$ cat config.mk
export PLATFORM = sky130hd
export DESIGN_NAME = pipe_hazard_ctrl
export DESIGN_NICKNAME = d
export VERILOG_FILES = /design/src/rtl/pipe_hazard_ctrl_pkg.sv /design/src/rtl/pipe_hazard_ctrl_exec_cycle_cnt.sv /design/src/rtl/pipe_hazard_ctrl.sv
export SDC_FILE = /design/constraint.sdc
export NUM_CORES = 1
export LEC_CHECK = 0
export BUFFER_PORTS_ARGS = -buffer_cell sky130_fd_sc_hd__buf_2
export CAP_MARGIN = 20
export CORE_MARGIN = 2
export CORE_UTILIZATION = 45
export CTS_BUF_LIST = sky130_fd_sc_hd__clkbuf_4
export DETAILED_ROUTE_END_ITERATION = 7
export PLACE_DENSITY = 0.9
export SLEW_MARGIN = 10
export SYNTH_ARGS = -nofsm -noshare
export SYNTH_HDL_FRONTEND = slang
export SYNTH_SLANG_ARGS = --single-unit
$ cat constraint.sdc
create_clock -name clk -period 2.69 [get_ports clk]
set_input_delay 0.538 -clock clk [delete_from_list [all_inputs] [get_ports clk]]
set_output_delay 0.538 -clock clk [all_outputs]
set_load 0.005 [all_outputs]
$ cat src/rtl/pipe_hazard_ctrl_pkg.sv
// Shared definitions for the pipeline sequencer: stage bit map, FSM states
// and the per-event hold/flush masks.
package pipe_hazard_ctrl_pkg;

    localparam int DEF_WORD_WIDTH = 32;
    localparam int PIPE_STAGES    = 4;

    // Stage bit indices used by every stage vector
    localparam int IFID  = 0;
    localparam int IDEX  = 1;
    localparam int EXMEM = 2;
    localparam int MEMWB = 3;

    typedef enum logic [1:0] {
        RUN  = 2'd0,
        EXEC = 2'd1,
        IRQ  = 2'd2
    } state_e;

    typedef logic [PIPE_STAGES-1:0] stage_vec_t;

    function automatic stage_vec_t stage_bit(input int idx);
        stage_vec_t v;
        v = '0;
        v[idx] = 1'b1;
        return v;
    endfunction

    localparam stage_vec_t STALL_HOLD  = stage_bit(IFID) | stage_bit(IDEX) | stage_bit(EXMEM);
    localparam stage_vec_t STALL_FLUSH = stage_bit(MEMWB);
    localparam stage_vec_t IRQ_FLUSH   = stage_bit(IFID) | stage_bit(IDEX) | stage_bit(EXMEM);
    localparam stage_vec_t JUMP_FLUSH  = stage_bit(IFID) | stage_bit(IDEX);
    localparam stage_vec_t EXEC_HOLD   = stage_bit(IFID) | stage_bit(IDEX);
    localparam stage_vec_t EXEC_FLUSH  = stage_bit(EXMEM);
    localparam stage_vec_t LU_HOLD     = stage_bit(IFID);
    localparam stage_vec_t LU_FLUSH    = stage_bit(IDEX);

endpackage

$ cat src/rtl/pipe_hazard_ctrl_exec_cycle_cnt.sv
// Loadable down-counter that times fixed-latency EX operations.
// Saturates at zero; load wins over decrement.
module pipe_hazard_ctrl_exec_cycle_cnt #(
    parameter int CNT_W = 6
) (
    input  logic             clk,
    input  logic             rst_n,
    input  logic             load,
    input  logic [CNT_W-1:0] load_val,
    input  logic             en,
    output logic             zero
);

    logic [CNT_W-1:0] cnt_q;
    logic [CNT_W-1:0] cnt_d;

    always_comb begin
        cnt_d = cnt_q;
        if (load) begin
            cnt_d = load_val;
        end else if (en && (cnt_q != '0)) begin
            cnt_d = cnt_q - 1'b1;
        end
    end

    always_ff @(posedge clk or negedge rst_n) begin
        if (!rst_n) begin
            cnt_q <= '0;
        end else begin
            cnt_q <= cnt_d;
        end
    end

    assign zero = (cnt_q == '0);

endmodule

$ cat src/rtl/pipe_hazard_ctrl.sv
// Central pipeline sequencer: arbitrates mem stalls, interrupts, jumps,
// multi-cycle EX ops and load-use bubbles into per-stage hold/flush and PC control.
module pipe_hazard_ctrl
    import pipe_hazard_ctrl_pkg::*;
#(
    parameter int WORD_WIDTH  = DEF_WORD_WIDTH,
    parameter int EXEC_CYCLES = 33
) (
    input  logic                   clk,
    input  logic                   rst_n,
    input  logic                   jump_req,
    input  logic [WORD_WIDTH-1:0]  jump_addr,
    input  logic                   load_use,
    input  logic                   exec_start,
    input  logic                   mem_req,
    input  logic                   mem_ack,
    input  logic                   irq_req,
    input  logic [WORD_WIDTH-1:0]  irq_vector,
    output logic                   pc_hold,
    output logic                   pc_jump,
    output logic [WORD_WIDTH-1:0]  pc_jump_addr,
    output logic [PIPE_STAGES-1:0] hold_flag,
    output logic [PIPE_STAGES-1:0] flush_flag,
    output logic                   exec_done,
    output logic                   irq_ack
);

    localparam int CNT_W = $clog2(EXEC_CYCLES);
    localparam logic [CNT_W-1:0] CNT_LOAD = CNT_W'(EXEC_CYCLES - 2);

    state_e                  state_q;
    state_e                  state_d;
    logic [WORD_WIDTH-1:0]   irq_vector_q;
    logic [WORD_WIDTH-1:0]   irq_vector_d;
    logic                    mem_stall;
    logic                    cnt_load;
    logic                    cnt_zero;
    stage_vec_t              hold_raw;
    stage_vec_t              flush_raw;

    assign mem_stall = mem_req & ~mem_ack;

    pipe_hazard_ctrl_exec_cycle_cnt #(
        .CNT_W(CNT_W)
    ) u_exec_cnt (
        .clk      (clk),
        .rst_n    (rst_n),
        .load     (cnt_load),
        .load_val (CNT_LOAD),
        .en       (state_q == EXEC),
        .zero     (cnt_zero)
    );

    always_ff @(posedge clk or negedge rst_n) begin
        if (!rst_n) begin
            state_q      <= RUN;
            irq_vector_q <= '0;
        end else begin
            state_q      <= state_d;
            irq_vector_q <= irq_vector_d;
        end
    end

    // Next state: a stall freezes RUN and IRQ, but the EX countdown keeps running.
    always_comb begin
        state_d      = state_q;
        irq_vector_d = irq_vector_q;
        cnt_load     = 1'b0;
        case (state_q)
            RUN: begin
                if (!mem_stall && !jump_req) begin
                    if (exec_start) begin
                        state_d  = EXEC;
                        cnt_load = 1'b1;
                    end else if (!load_use && irq_req) begin
                        state_d      = IRQ;
                        irq_vector_d = irq_vector;
                    end
                end
            end
            EXEC: begin
                if (cnt_zero) begin
                    state_d = RUN;
                end
            end
            IRQ: begin
                if (!mem_stall) begin
                    state_d = RUN;
                end
            end
            default: state_d = RUN;
        endcase
    end

    always_comb begin
        pc_hold      = 1'b0;
        pc_jump      = 1'b0;
        pc_jump_addr = '0;
        hold_raw     = '0;
        flush_raw    = '0;
        irq_ack      = 1'b0;
        if (rst_n) begin
            if (mem_stall) begin
                pc_hold   = 1'b1;
                hold_raw  = STALL_HOLD;
                flush_raw = STALL_FLUSH;
            end else begin
                case (state_q)
                    IRQ: begin
                        pc_jump      = 1'b1;
                        pc_jump_addr = irq_vector_q;
                        flush_raw    = IRQ_FLUSH;
                        irq_ack      = 1'b1;
                    end
                    EXEC: begin
                        pc_hold   = 1'b1;
                        hold_raw  = EXEC_HOLD;
                        flush_raw = EXEC_FLUSH;
                    end
                    RUN: begin
                        if (jump_req) begin
                            pc_jump      = 1'b1;
                            pc_jump_addr = jump_addr;
                            flush_raw    = JUMP_FLUSH;
                        end else if (!exec_start && load_use) begin
                            pc_hold   = 1'b1;
                            hold_raw  = LU_HOLD;
                            flush_raw = LU_FLUSH;
                        end
                    end
                    default: ;
                endcase
            end
        end
    end

    assign exec_done = rst_n & (state_q == EXEC) & cnt_zero;

    // Flush overrides hold per stage so a stage never sees both
    for (genvar gi = 0; gi < PIPE_STAGES; gi++) begin : g_stage
        assign flush_flag[gi] = flush_raw[gi];
        assign hold_flag[gi]  = hold_raw[gi] & ~flush_raw[gi];
    end

endmodule

# Word level (Yosys, flattened, before mapping)
# Index checks and enable logic that the tools add are counted.
# word_totals
ff_bits,40
inputBits,72
output_inout_bits,44
word_cells,74
# op_classes
n_addsub,1
eq_ne,6
mux,37
bitwise_logic,13
reduce_logical,14
# ops
cell,n
32-bit 2-to-1 mux,3
32-bit one-hot mux with 2 select lines,1
1-bit 2-to-1 mux,15
2-bit 2-to-1 mux,7
6-bit 2-to-1 mux,2
3-bit one-hot mux with 3 select lines,1
4-bit 2-to-1 mux,2
4-bit AND reduction,2
1-bit AND,6
6-bit logical NOT,1
3-bit 2-to-1 mux,2
"2-bit inequality test, second input constant",3
1-bit NOT,6
2-bit one-hot mux with 3 select lines,1
6-bit nonzero test,1
"6-bit by 1-bit subtractor with 6-bit output, second input constant",1
1-bit logical AND,4
1-bit logical NOT,4
1-bit one-hot mux with 2 select lines,2
2-bit one-hot mux with 2 select lines,1
"3-bit inequality test, second input constant",1
"2-bit by 1-bit == test with 1-bit output, second input constant",1
"2-bit == test, second input constant",1
2-bit logical NOT,1
2 further kinds,2

# Longest topological paths before layout
# Gate-level depths: netlist of the first run.
# depth
ltp_word,9
mapped_depth,7
depth_no_buf,6

# Hierarchy
# From an unflattened synthesis of the first run, not the netlist that was laid out.
# unflattened
hier_cells,242
hier_area_um2,2419.8
# by_module_without_submodules
module,instances,cells_each,area_per_inst_um2
pipe_hazard_ctrl,1,192,1995.7
pipe_hazard_ctrl_exec_cycle_cnt,1,50,424.2

# Least setup slack after synthesis of the first run
# Ideal clock, no wire load.
# synth_path
path_kind,register -> output
startpoint,reg state_q[1]
endpoint,out pc_jump_addr[10]
arrival_time_ps,1589
t_required_ps,2152
setup_slack_ps,563
stages_incl_launch_ff,8
cell_sequence,dfrtp_1 > inv_1 > ha_1 > and2_1 > clkbuf_1 > clkbuf_1 > a22oi_1 > nor2_1
# synth_between
elab_chain_cells,4
elab_cells_between_ends,5
# synth_lines
item,line_no,text
"start, declared",pipe_hazard_ctrl.sv:31,state_e state_q;
"start signal, assigned",pipe_hazard_ctrl.sv:59,state_q <= state_d;
2-bit == test / 2-bit logical NOT (equally long branches),pipe_hazard_ctrl.sv:108,case (state_q)
32-bit one-hot mux with 2 select lines (*),pipe_hazard_ctrl.sv:108,
32-bit 2-to-1 mux (*),pipe_hazard_ctrl.sv:103,if (mem_stall) begin
32-bit 2-to-1 mux (*),pipe_hazard_ctrl.sv:102,if (rst_n) begin
"end, declared",pipe_hazard_ctrl.sv:21,"output logic [WORD_WIDTH-1:0] pc_jump_addr,"
# Mark *: on every way between the ends. The rest lies on a longest branch, timed or not.

# Worst setup path after layout of the first run
# layout_path
startpoint,reg state_q[1]
endpoint,out hold_flag[0]
# layout_between
elab_chain_cells,6
elab_cells_between_ends,11
# layout_lines
item,line_no,text
2-bit by 1-bit == test with 1-bit output (tied with other cells),pipe_hazard_ctrl.sv:108,
3-bit one-hot mux with 3 select lines,pipe_hazard_ctrl.sv:108,
4-bit 2-to-1 mux,pipe_hazard_ctrl.sv:103,
4-bit 2-to-1 mux,pipe_hazard_ctrl.sv:102,
1-bit NOT,pipe_hazard_ctrl.sv:142,assign hold_flag[gi] = hold_raw[gi] & ~flush_raw[gi];
1-bit AND (*),pipe_hazard_ctrl.sv:142,
"end, declared",pipe_hazard_ctrl.sv:22,"output logic [PIPE_STAGES-1:0] hold_flag,"
# Marked as above.

==> results of run 1 <==
==> critical path, stage by stage, from the launching register on <==
cell and delay (ns):
sky130_fd_sc_hd__dfrtp_1 0.46, sky130_fd_sc_hd__inv_1 0.12, sky130_fd_sc_hd__ha_2 0.26, sky130_fd_sc_hd__nand2b_1 0.15
sky130_fd_sc_hd__nor3b_1 0.23, sky130_fd_sc_hd__o31a_1 0.16, sky130_fd_sc_hd__nor2b_1 0.13, sky130_fd_sc_hd__buf_2 0.12
==> state kept, by name, indices dropped and copies added (netlist names) <==
name	cells
irq_vector_q	32
state_q	2
u_exec_cnt.cnt_q	6
==> cells by family after synthesis <==
logic type,Yosys count,share of synthesized area (%)
AND/OR/NAND/NOR,73,15.3
AO/OA/AOI/OAI,48,16.0
flip-flops,40,43.6
multiplexers,32,15.7
buffers and inverters,22,4.80
adder cells (fa/ha/maj),6,3.27
XOR/XNOR,3,1.14
other,1,0.163
==> metrics by stage <==
stage	hold slack, ns	worst slack [ns]	total power, mW	cells	area (sq um)
2_1_floorplan	0.242	0.563	1.72	225	2300
3_3_place_gp	0.408	0.583	2.01	400	2940
3_5_place_dp	0.411	0.515	2.07	400	2940
4_1_cts	0.0188	0.0876	2.47	408	3020
5_1_grt	0.0103	0.0107	2.64	408	3020
6_report	0.0311	0.172	2.46	408	3020
==> routing by layer <==
metal	vias to the layer above	GRT usage, %	share of wire [%]
met5	-	0	0
met4	0	6.24	1.0
met3	5	4.10	6.1
met2	100	35.9	50
met1	1017	24.8	43
li1	1038	-	-
==> how the worst min path moves through the flow <==
stage                          end  slack [ns]  depth (start not counted)
5_1_grt        u_exec_cnt.cnt_q[3]        0.01                          1
6_report       u_exec_cnt.cnt_q[3]        0.03                          1
2_1_floorplan      irq_vector_q[0]        0.24                          0
3_5_place_dp   u_exec_cnt.cnt_q[3]        0.41                          1
4_1_cts        u_exec_cnt.cnt_q[3]        0.02                          1
3_3_place_gp   u_exec_cnt.cnt_q[3]        0.41                          1
==> final cells by class <==
class                           count  area [sq um]  area share, %
Multi-Input combinational cell    163          1190           39.3
Sequential cell                    40          1000           33.1
Timing Repair Buffer              125           653           21.6
Tap cell                           67          83.8           2.77
Clock buffer                        6          45.0           1.49
Clock inverter                      2          35.0           1.16
Inverter                            5          18.8          0.621
==> synthesized netlist by cell type (all sizes together) (2+ instances only) <==
master  count
dfrtp      40
and3        4
mux2       32
and2        3
xor2        2
o21ai       2
nor3        2
buf         6
or3         2
ha          6
clkbuf     11
a21oi       3
nand2b      3
nor2       38
nand3       5
o211ai      4
inv         5
nor2b       2
a22oi      32
nand2      10
==> report_power, final <==
part,internal [mW],switching (mW)
Sequential,0.882,0.176
Combinational,0.508,0.498
Clock,0.205,0.190
Total,1.59,0.864
==> impl_summary.txt, run 1 <==
----------------------------------------------------
[Drt]
  Via density per instance ... between 5 and 6
  Routed WL per cell ... 14.1 um
  Count of vias placed by the detailed router ... 2160
  Length of the first detailed-routing pass in iterations ... 4
  Final WL ... 5740 um
  Remaining antenna violation count after routing ... 0
  Number of DRC violations after detailed routing ... 0
  Initial DRC count ... 134

[Synth]
  Area contributors post-synth ... sky130_fd_sc_hd__dfrtp_1, sky130_fd_sc_hd__mux2_2, sky130_fd_sc_hd__a22oi_1, sky130_fd_sc_hd__nor2_1, sky130_fd_sc_hd__ha_1
  Area share of the largest cell type after synthesis ... 43.6%
  Sequential cell area fraction in the yosys report ... a little over two fifths
  Async set-reset flop share out of synthesis ... 100%
  Syn Nets ... just over 300
  Post-synth EDFFs ... 0
  Mapped Cells ... approximately 230
  Cell taking the most area after synthesis ... sky130_fd_sc_hd__dfrtp_1
  Main flop type after synthesis ... sky130_fd_sc_hd__dfrtp_1
  Post-Syn Area per Cell ... 10.2 sq um
  YS warnings ... 0
  Cell area after synthesis ... 0.00230 sq mm
  Flops & latches, synth ... 40
  Count of cell types in the netlist ... 38

[Floorplanning]
  Total I/O pin count ... 116
  Die extent in x ... 75.4 um
  Standard-cell row count ... 25
  Initial Util ... a little under half
  Area of the die ... 0.00569 sq mm
  Core Region ... 0.00482 sq mm
  Die height ... 75.4 um

[Global route]
  Largest net degree at the start of global routing ... 22
  Aggregate global routing overflow ... 0
  Antenna violations before repair ... 0
  Via count of the first global-routing pass ... 1940
  Tot GR Track Use ... 20.3%
  First-pass GRT wire length ... roughly 9000 um

[Clocking]
  CTS tree ... done
  Clock input transition at the sequential cells of the worst setup and hold paths ... 0.12 ns
  Post-CTS setup repair buffer count ... 0
  # clock sinks ... 40
  Hold buffers post-CTS ... 0
  Clock H-tree levels ... 2
  Clk Latency, worst-skew pair ... 0.34 ns
  Number of buffers inserted during clock tree synthesis ... 5
  Maximum root-to-sink buffer count ... 2
  Cell at the root of the clock tree ... sky130_fd_sc_hd__clkbuf_4
  Cells resized by post-CTS repair ... 0

[Placed design]
  Weighted congestion reported at the end of routability-driven placement ... 0.841
  Half-perimeter wire length after placement ... 4450 um
  Number of input and output port buffers inserted ... about 110

[Timing]
  Final setup vio count ... 0
  Period minus WS final ... 2.52 ns
  Highest achievable clock rate ... 397 MHz
  Setup repair after global routing missed its margin ... false
  Worst-margin pin slew ... 0.643 ns
  Post-Route Skew ... approximately 0.0096 ns
  Setup TNS ... 0 ns
  Final max-slew violation count ... 0
  Post-route fraction of the period consumed by the critical path ... 93.6%
  Final Hold Vio Count ... 0
  Normalized max-slew margin ... 57.0%

[Worst setup path]
  Critical Path Sink Type ... output pin
  Crit Reg-Reg Endpoint ... irq_vector_q[15]
  Beginning of the worst register-to-register path ... state_q[1]
  Critical Path Source ... state_q[1]
  Startpoint type of the worst setup path ... flip-flop
  Reg2Reg Setup Slack ... 0.61 ns
  Last element of the critical path ... hold_flag[0]
  Type of the setup path with the least slack ... flip-flop to output pin
  CP Data Arrival Time ... slightly below 2 ns
  Reg2reg path depth ... 6
  Top fanout value on the critical path ... 8
  Worst path required time ... 2.15 ns

[Run]
  Max-cap violations ... 0

[Pwr]
  Leak Pwr ... 1.54 nW
  Worst vdd ir ... between 0.4 and 0.5 mV
  Total power per unit cell area ... between 800 and 900 mW/mm^2

[Final layout]
  Area delta synth->final ... 31.7%
  Final Net Count ... 418
  Most frequent cells in the layout ... sky130_fd_sc_hd__buf_2, sky130_fd_sc_hd__dfrtp_1, sky130_fd_sc_hd__nor2_1
  Most common library cell in the layout ignoring fill and taps ... sky130_fd_sc_hd__buf_2
  Final core utilization ... between 60% and 70%
  Count of filler cells inserted in the layout ... 428
  Antenna diodes ... 0
  Ratio of cells with drive above 1 in the final layout ... between 40% and 50%

[Run status]
  Run status ... finished clean

[Hold path]
  Hold WC Path Type ... primary input to asynchronous set/reset pin

----------------------------------------------------
Note: power is estimated with default switching activity, not from simulation.
==> run 2: changes to the inputs <==
--- a/config.mk
+++ b/config.mk
@@ -11,7 +11,7 @@
 export CORE_UTILIZATION = 45
 export CTS_BUF_LIST = sky130_fd_sc_hd__clkbuf_4
 export DETAILED_ROUTE_END_ITERATION = 7
-export PLACE_DENSITY = 0.9
+export PLACE_DENSITY_LB_ADDON = 0.25
 export SLEW_MARGIN = 10
 export SYNTH_ARGS = -nofsm -noshare
 export SYNTH_HDL_FRONTEND = slang
==> constraint.sdc (replaced) <==
create_clock -name clk -period 2.69 [get_ports clk]
set_input_delay 0.6725 -clock clk [delete_from_list [all_inputs] [get_ports clk]]
set_output_delay 0.6725 -clock clk [all_outputs]
set_load 0.005 [all_outputs]
==> impl_summary.txt, run 2 (synthesis gave the netlist of run 1 again) <==
----------------------------------------------------
[Final layout]
  Register bank with the most flops ... irq_vector_q
  Final core utilization ... 65.3% (+2.5 points)
  Antenna diodes ... 0 (unchanged)
  Regs by FF count ... irq_vector_q x32, u_exec_cnt.cnt_q x6, state_q x2
  Most common library cell in the layout ignoring fill and taps ... sky130_fd_sc_hd__buf_2
  Count of filler cells inserted in the layout ... 429 (+0.23%)
  Ratio of cells with drive above 1 in the final layout ... 50.7% (+2.3 points)
  Most frequent cells in the layout ... sky130_fd_sc_hd__buf_2, sky130_fd_sc_hd__dfrtp_1, sky130_fd_sc_hd__nor2_1
  Number of cells in the finished layout apart from fillers ... 416 (+2.0%)
  Area used by multi-input combinational logic ... 0.00119 sq mm (+0.63%)
  Register Area ... 0.00100 sq mm (+0.25%)
  Area delta synth->final ... 37.1%
  Final Net Count ... 426 (+1.9%)
  Number of flip-flops in the largest register ... 32 (unchanged)

[Pwr]
  Net switching power of the design ... 0.900 mW (+4.1%)
  Internal portion of total power ... 1.69 mW (+5.8%)
  Leak Pwr ... 1.60 nW (+3.7%)
  Share of total power consumed by net switching ... 34.8% (-0.37 points)
  Worst vdd ir ... 0.386 mV (-10%)
  Part of the power in combinational logic ... 44.0% (+3.1 points)
  Share of total power in sequential cells ... 40.6% (-2.4 points)
  Total power per unit cell area ... 822 mW/mm^2 (+1.1%)
  Portion of total power attributed to the clock network ... 15.5% (-0.6 points)

[Run status]
  Run status ... finished clean

[Clocking]
  Clock H-tree levels ... 2 (unchanged)
  Maximum root-to-sink buffer count ... 2 (unchanged)
  Clock input transition at the sequential cells of the worst setup and hold paths ... 0.12 ns (about the same)
  Clk Latency, worst-skew pair ... 0.35 ns (about the same)
  CTS tree ... done
  Cell at the root of the clock tree ... sky130_fd_sc_hd__clkbuf_4
  Hold buffers post-CTS ... 0 (unchanged)
  # clock sinks ... 40 (unchanged)
  Number of buffers inserted during clock tree synthesis ... 5 (unchanged)

[Global route]
  Tot GR Track Use ... 19.3% (-0.94 points)
  Largest net degree at the start of global routing ... 35 (+59%)
  Antenna violations before repair ... 0 (unchanged)
  Aggregate global routing overflow ... 0 (unchanged)
  Via count of the first global-routing pass ... 1882 (-3.0%)
  First-pass GRT wire length ... 8400 um (-4.6%)

[Placed design]
  Half-perimeter wire length after placement ... 4190 um (-5.9%)
  Weighted congestion reported at the end of routability-driven placement ... 0.850 (+1.0%)
  Placed cell count ... 400 (unchanged)
  Number of input and output port buffers inserted ... 114 (unchanged)

[Timing]
  Setup TNS ... 0 ns (unchanged)
  Highest achievable clock rate ... 380 MHz (-4.2%)
  Final setup vio count ... 0 (unchanged)
  Final max-slew violation count ... 0 (unchanged)
  Normalized max-slew margin ... 55.9% (-1.1 points)
  Period minus WS final ... 2.63 ns (+0.111 ns)
  Final Hold Vio Count ... 0 (unchanged)
  Post-Route Skew ... 0.00761 ns (-0.00201 ns)
  Post-route fraction of the period consumed by the critical path ... 97.7% (+4.1 points)
  Worst-margin pin slew ... 0.660 ns (+0.0170 ns)

[Drt]
  Via density per instance ... 5.22 (-1.4%)
  Length of the first detailed-routing pass in iterations ... 4 (unchanged)
  Initial DRC count ... 106 (-21%)
  Remaining antenna violation count after routing ... 0 (unchanged)
  Routed WL per cell ... 13.9 um (-0.93%)
  Final WL ... 5800 um (+1.0%)
  Number of DRC violations after detailed routing ... 0 (unchanged)
  Count of vias placed by the detailed router ... 2171 (+0.51%)

[Floorplanning]
  Die extent in x ... 75.4 um (unchanged)
  Initial Util ... 47.7% (unchanged)
  Total I/O pin count ... 116 (unchanged)
  Area of the die ... 0.00569 sq mm (unchanged)
  Core Region ... 0.00482 sq mm (unchanged)
  Die height ... 75.4 um (unchanged)
  Standard-cell row count ... 25 (unchanged)

[Worst setup path]
  Beginning of the worst register-to-register path ... state_q[0]
  Critical Path Sink Type ... output pin
  CP Data Arrival Time ... 1.96 ns (-0.02 ns)
  Worst path required time ... 2.02 ns (-0.13 ns)
  Top fanout value on the critical path ... 7 (-1)
  Startpoint type of the worst setup path ... flip-flop
  Type of the setup path with the least slack ... flip-flop to output pin
  Critical Path Source ... state_q[0]

[Hold path]
  Hold WC Path Type ... primary input to asynchronous set/reset pin

[Run]
  Max-cap violations ... 0 (unchanged)

----------------------------------------------------
run 2: cell count changes in the layout (fill, tap and decap cells not counted), sizes merged:
cell / change
clkinv: +1
buf: +7
run 2: worst paths after layout:
path / slack, ns / end / depth (start not counted)
setup / recovery: 0.06 / pc_jump_addr[3] / 8
hold / removal: 0.35 / u_exec_cnt.cnt_q[5] / 2
setup reg to reg: 0.79 / irq_vector_q[9] / 6
hold reg to reg: 0.51 / irq_vector_q[27] / 1
max in group asynchronous: 1.68 / state_q[0] / 3
min in group clk: 0.51 / irq_vector_q[27] / 1
run 2: final cells by class:
cell class                 count  share of cell area (%)
inverter                       5                   0.596
clock buffer                   5                    1.19
tap                           67                    2.66
clock inverter                 3                    1.35
timing repair buffer         133                    24.3
multi-input combinational    163                    38.0
sequential                    40                    31.9
run 2: stage by stage:
| step | worst slack (ns) | instance area (sq um) | power, mW | hold slack, ns |
|---|---|---|---|---|
| 2_1_floorplan | 0.429 | 2300 | 1.72 | 0.377 |
| 3_3_place_gp | 0.286 | 2940 | 2.03 | 0.471 |
| 3_5_place_dp | 0.247 | 2940 | 2.06 | 0.480 |
| 4_1_cts | 0.00689 | 3020 | 2.47 | 0.330 |
| 5_1_grt | -0.0150 | 3150 | 2.78 | 0.341 |
| 6_report | 0.0608 | 3150 | 2.59 | 0.351 |
run 2: power by group through the flow:
stage | combinational [mW] | clock, mW | sequential, mW
floorplan | 0.704 | 0 | 1.01
global placement | 0.975 | 0 | 1.06
detailed placement | 0.998 | 0 | 1.06
CTS | 1.00 | 0.413 | 1.05
global route | 1.26 | 0.436 | 1.08
finish | 1.14 | 0.401 | 1.05
run 2: repair_timing:
item / 4_1_cts / 5_1_grt
gates resized for setup: 1 / 17
setup buffers: 0 / 6
setup endpoints to repair: 1 / 36
pin swaps: 0 / 1
gates cloned: 0 / 2
run 2: critical path, stage by stage (launching register included):
cell,delay (ns)
sky130_fd_sc_hd__dfrtp_2,0.40
sky130_fd_sc_hd__inv_1,0.06
sky130_fd_sc_hd__ha_1,0.22
sky130_fd_sc_hd__buf_6,0.14
sky130_fd_sc_hd__o211ai_1,0.23
sky130_fd_sc_hd__buf_4,0.23
sky130_fd_sc_hd__clkbuf_16,0.16
sky130_fd_sc_hd__nor2_1,0.04
sky130_fd_sc_hd__buf_2,0.12
run 2: per-layer routing:
metal / global-route usage, % / routed length, um / vias to the layer above
li1: - / - / 1050
met1: 25.6 / 2600 / 1004
met2: 30.6 / 2620 / 105
met3: 5.16 / 462 / 12
met4: 7.21 / 113 / 0
met5: 0 / 0 / -
